==> src/rtl/hazard_unit_mc.sv <==
// Hazard detection and forwarding for the 5-stage MIPS pipeline, with
// mult/div busy tracking and a saturating stall-cycle counter.
module hazard_unit_mc #(
  parameter int REG_AW     = 5,
  parameter int MD_LATENCY = 4,
  parameter int CNT_W      = 16
) (
  input  logic              clk,
  input  logic              rst,
  input  logic [REG_AW-1:0] rs_d,
  input  logic [REG_AW-1:0] rt_d,
  input  logic              branch_d,
  input  logic              jump_d,
  input  logic              pc_src_d,
  input  logic              hilo_use_d,
  input  logic [REG_AW-1:0] rs_e,
  input  logic [REG_AW-1:0] rt_e,
  input  logic [REG_AW-1:0] write_reg_e,
  input  logic              reg_write_e,
  input  logic              mem_to_reg_e,
  input  logic              md_start_e,
  input  logic [REG_AW-1:0] write_reg_m,
  input  logic              reg_write_m,
  input  logic              mem_to_reg_m,
  input  logic [REG_AW-1:0] write_reg_w,
  input  logic              reg_write_w,
  input  logic              cnt_clr,
  output logic [1:0]        forward_ae,
  output logic [1:0]        forward_be,
  output logic              forward_ad,
  output logic              forward_bd,
  output logic              stall_f,
  output logic              stall_d,
  output logic              flush_d,
  output logic              flush_e,
  output logic              md_busy,
  output logic              md_done,
  output logic [CNT_W-1:0]  stall_cycles
);

  typedef enum logic {IDLE, BUSY} mdState_t;

  localparam logic [3:0] MD_INIT = 4'(MD_LATENCY - 1);

  mdState_t   mdState, mdNextState;
  logic [3:0] mdCnt, mdNextCnt;
  logic       lwStall, branchStall, mdStall, anyStall;
  logic       eHitsD, mHitsD;

  // M-stage result has priority over W because it is the younger write
  always_comb begin
    forward_ae = 2'b00;
    forward_be = 2'b00;
    if (rs_e != '0 && rs_e == write_reg_m && reg_write_m)      forward_ae = 2'b10;
    else if (rs_e != '0 && rs_e == write_reg_w && reg_write_w) forward_ae = 2'b01;
    if (rt_e != '0 && rt_e == write_reg_m && reg_write_m)      forward_be = 2'b10;
    else if (rt_e != '0 && rt_e == write_reg_w && reg_write_w) forward_be = 2'b01;
  end

  assign forward_ad = (rs_d != '0) && (rs_d == write_reg_m) && reg_write_m;
  assign forward_bd = (rt_d != '0) && (rt_d == write_reg_m) && reg_write_m;

  assign lwStall = mem_to_reg_e && (rt_e != '0) && ((rs_d == rt_e) || (rt_d == rt_e));

  assign eHitsD = reg_write_e && (write_reg_e != '0) &&
                  ((write_reg_e == rs_d) || (write_reg_e == rt_d));
  assign mHitsD = mem_to_reg_m && (write_reg_m != '0) &&
                  ((write_reg_m == rs_d) || (write_reg_m == rt_d));
  assign branchStall = branch_d && (eHitsD || mHitsD);

  assign md_busy = (mdState == BUSY);
  assign md_done = md_busy && (mdCnt == 4'd0);
  // HI/LO consumer is released in the last busy cycle, when the result is ready
  assign mdStall = hilo_use_d && md_busy && !md_done;

  assign anyStall = lwStall | branchStall | mdStall;
  assign stall_f  = anyStall;
  assign stall_d  = anyStall;
  assign flush_e  = anyStall;
  assign flush_d  = (pc_src_d | jump_d) & ~anyStall;

  // Mult/div state register
  always_ff @(posedge clk or posedge rst) begin
    if (rst) begin
      mdState <= IDLE;
      mdCnt   <= 4'd0;
    end else begin
      mdState <= mdNextState;
      mdCnt   <= mdNextCnt;
    end
  end

  // Mult/div next state; a start while busy is ignored
  always_comb begin
    mdNextState = mdState;
    mdNextCnt   = mdCnt;
    case (mdState)
      IDLE: begin
        if (md_start_e) begin
          mdNextState = BUSY;
          mdNextCnt   = MD_INIT;
        end
      end
      BUSY: begin
        if (mdCnt == 4'd0) mdNextState = IDLE;
        else               mdNextCnt   = mdCnt - 4'd1;
      end
      default: begin
        mdNextState = IDLE;
        mdNextCnt   = 4'd0;
      end
    endcase
  end

  // Stall performance counter; clear beats increment, saturates at all-ones
  always_ff @(posedge clk or posedge rst) begin
    if (rst)                                stall_cycles <= '0;
    else if (cnt_clr)                       stall_cycles <= '0;
    else if (stall_d && stall_cycles != '1) stall_cycles <= stall_cycles + CNT_W'(1);
  end

endmodule

==> config.mk <==
export PLATFORM = sky130hd
export DESIGN_NAME = hazard_unit_mc
export DESIGN_NICKNAME = d
export VERILOG_FILES = /design/src/rtl/hazard_unit_mc.sv
export SDC_FILE = /design/constraint.sdc
export NUM_CORES = 1
export LEC_CHECK = 0
export CORE_MARGIN = 5
export CORE_UTILIZATION = 49
export CTS_BUF_LIST = sky130_fd_sc_hd__clkbuf_4
export CTS_CLUSTER_DIAMETER = 120
export CTS_CLUSTER_SIZE = 10
export DETAILED_ROUTE_END_ITERATION = 10
export MAX_ROUTING_LAYER = met4
export PLACE_DENSITY = 0.92
export SETUP_SLACK_MARGIN = 0.05
export SYNTH_ARGS = -nofsm -noshare
export SYNTH_HDL_FRONTEND = slang
export SYNTH_SLANG_ARGS = --single-unit
==> constraint.sdc <==
create_clock -name clk -period 4.5 [get_ports clk]
set_input_delay 0.675 -clock clk [delete_from_list [all_inputs] [get_ports clk]]
set_output_delay 0.675 -clock clk [all_outputs]
set_load 0.005 [all_outputs]
==> flow_summary.json <==
{
  "outcome": "finished clean",
  "fmax_mhz": 259,
  "rows": 22,
  "drt_pass1_iterations": 4,
  "ys_async_sr_fraction_pct": 100,
  "setup_tns_ns": 0,
  "synth_edf_count": 0,
  "wire_per_inst_um": 15.4,
  "ys_seq_area_share_pct": 27.2,
  "power.density_mw_per_mm2": 237,
  "cts_made_buffers": 3,
  "required_ns": 3.83,
  "dieArea_sq_mm": 0.00530,
  "clock_power_share_pct": 14.5,
  "postCtsHoldBufs": 0,
  "grt_usage_pct": 20.8,
  "insertion_delay_ns": 0.31,
  "startpoint_type": "primary input",
  "relSlewSlack_pct": 38.0,
  "synth_cell_types": 34,
  "path_clk_slew_ns": 0.11,
  "post_cts_buffers": 0,
  "diodes": 0,
  "tightestPinTransition_ns": 0.922,
  "slowest_delay_ns": 0.58,
  "io_pins": 76,
  "dr_total_vias": 1920,
  "fin_crit_ns": 3.86,
  "antenna_found_initial": 0,
  "worst_ep_arrival_time_ns": 3.18,
  "critical_path_class": "in -> out",
  "finish.utilization_pct": 71.9,
  "ant_nets": 0,
  "synth_top_area_cell": "dfrtp_1",
  "p_comb_share_pct": 47.9,
  "ys_warn_count": 0,
  "intPower_uw": 410,
  "finalHoldViolations": 0,
  "chipWidth_um": 72.8,
  "drive_gt1_share_pct": 3.72,
  "area_growth_pct": 39.4,
  "cp_slowest_cell": "or4_1",
  "clk_path_buf_depth": 2,
  "grt_pass1_vias": 1933,
  "wl_um": 5300,
  "path_cells": "clkdlybuf4s50_1, or4_1, o211ai_2, a21oi_1, a2111oi_4, inv_1, nor2_1, clkdlybuf4s50_1",
  "cts.repair.resized": 0,
  "ys.flop_type": "dfrtp_1",
  "power_leakage_nw": 1.01,
  "synth_area_sq_mm": 0.00193,
  "yosys.area.top_type_share_pct": 27.2,
  "setup_viol": 0,
  "die_h_um": 72.8,
  "start_util_pct": 51.6,
  "maxCapViolCount": 0,
  "cp_max_fo": 5,
  "syn_inst": 233,
  "cts_tree": "built",
  "holdCritPathClass": "reg -> reg",
  "ys_ff_latch": 21,
  "finalNonFillerCells": 344,
  "dpl.hpwl_um": 4290,
  "switching_share_pct": 35.8,
  "htreeDepth": 1,
  "grt_pass1_wl_um": 8580,
  "grt_overflow": 0,
  "dr.first_iter.drc_count": 121,
  "power_frac_seq_pct": 37.6,
  "root_buffer": "clkbuf_4",
  "critPathMostFrequentCell": "clkdlybuf4s50_1",
  "holdWs_ns": 0.520,
  "cts.sinks": 21,
  "peakVddDrop_mv": 0.143,
  "drc": 0,
  "dp_cells": 340,
  "synthTopCellsByArea": "dfrtp_1 27%, xnor2_1 13%, xor2_1 10%",
  "slew_viol_final": 0,
  "grt_max_degree": 26,
  "syn_nets": 283,
  "rsz0062_at_grt": "no",
  "clock_skew_ns": 0.00478,
  "fin_crit_sh_pct": 85.7,
  "via_per_inst": 5.58,
  "final_net_count": 347,
  "io_buffer_count": 75,
  "p_switching_uw": 229,
  "worstSetupEndpointType": "output port",
  "avgSynthCellArea_sq_um": 8.29,
  "gp_congestion": 0.932,
  "core_sq_mm": 0.00374
}
## metrics by stage
stage | cell area (sq um) | setup WS, ns | power, mW
2_1_floorplan | 1930 | 1.35 | 0.427
3_3_place_gp | 2660 | 0.660 | 0.539
3_5_place_dp | 2660 | 0.618 | 0.551
4_1_cts | 2690 | 0.613 | 0.642
5_1_grt | 2690 | 0.524 | 0.689
6_report | 2690 | 0.643 | 0.639
## registers in the layout, indices dropped and copies added, names as in the netlist
register      flops
mdCnt             4
md_busy           1
stall_cycles     16
## cell usage after synthesis (all sizes together) (4+ instances only)
master and count:
nand4 5, dfrtp 21, nor4 9, nor2b 8, nand2 12, or4 10, a21oi 13, o21ai 8
nand3 13, mux2 7, clkbuf 12, xor2 23, nor3 8, buf 6, inv 4, xnor2 29
or3 6, and3 5, nor2 17
## routing by layer
metal | part of all wire (%) | global-route usage [%] | up-vias
met1 | 40 | 23.7 | 893
met4 | 1.5 | 5.53 | 0
li1 | - | - | 947
met2 | 52 | 38.1 | 71
met5 | 0 | - | -
met3 | 6.9 | 2.75 | 9
## power by group through the flow
| stage | Clock (mW) | Combinational, mW | Sequential (mW) |
|---|---|---|---|
| 2_1_floorplan | 0 | 0.188 | 0.239 |
| 3_3_place_gp | 0 | 0.297 | 0.242 |
| 3_5_place_dp | 0 | 0.309 | 0.242 |
| 4_1_cts | 0.0934 | 0.309 | 0.240 |
| 5_1_grt | 0.101 | 0.342 | 0.246 |
| 6_report | 0.0925 | 0.306 | 0.240 |
## final timing paths
kind | start | endpoint | slack (ns) | depth (start not counted)
min in group asynchronous | rst | stall_cycles[9]$_DFFE_PP0P_ | 0.82 | 2
max reg2reg | stall_cycles[6]$_DFFE_PP0P_ | stall_cycles[11]$_DFFE_PP0P_ | 1.82 | 7
max | write_reg_m[1] | flush_d | 0.64 | 8
max in group asynchronous | rst | mdCnt[1]$_DFFE_PP0P_ | 3.17 | 2
min | mdCnt[0]$_DFFE_PP0P_ | mdCnt[0]$_DFFE_PP0P_ | 0.52 | 1
min reg2reg | mdCnt[0]$_DFFE_PP0P_ | mdCnt[0]$_DFFE_PP0P_ | 0.52 | 1
## area by class of cell
cell class                 count  area [sq um]
multi-input combinational    190          1300
clock buffer                   3          22.5
inverter                       4          15.0
tap                           48          60.1
sequential                    21           526
fill                         303          1050
timing repair buffer          77           766
clock inverter                 1          5.00
## cell families (layout without fill, tap and decap cells)
family / Yosys count / after routing / synth area share, %
muxes: 7 / 7 / 4.08
DFF: 21 / 21 / 27.2
adders and majority gates: 2 / 2 / 1.30
and+or+nand+nor: 100 / 100 / 28.3
buffers and inverters: 22 / 85 / 5.57
xor gates and xnor gates: 52 / 52 / 23.6
AOI/OAI and AO/OA: 29 / 29 / 9.92
## critical path: cells and delay by family
| family | cells | cell delay (ns) |
|---|---|---|
| buffers and inverters | 3 | 1.18 |
| and+or+nand+nor | 2 | 0.70 |
| AOI/OAI and AO/OA | 3 | 0.62 |
## placed cells by master, fill, tap and decap left out, drive strengths merged, types with 2 or more instances in the layout
cell type,instances
nand2b,2
o31ai,3
dfrtp,21
xor2,23
clkbuf,3
nor3,8
nor2b,8
nand4,5
nand3,13
or3,6
xnor2,29
ha,2
nor2,17
buf,2
o21ai,8
o211ai,3
inv,4
and3,5
nor4,9
nand2,12
mux2,7
a21oi,13
or4,10
nor3b,2
clkdlybuf4s50,75
Note: power is estimated with default switching activity, not from simulation.
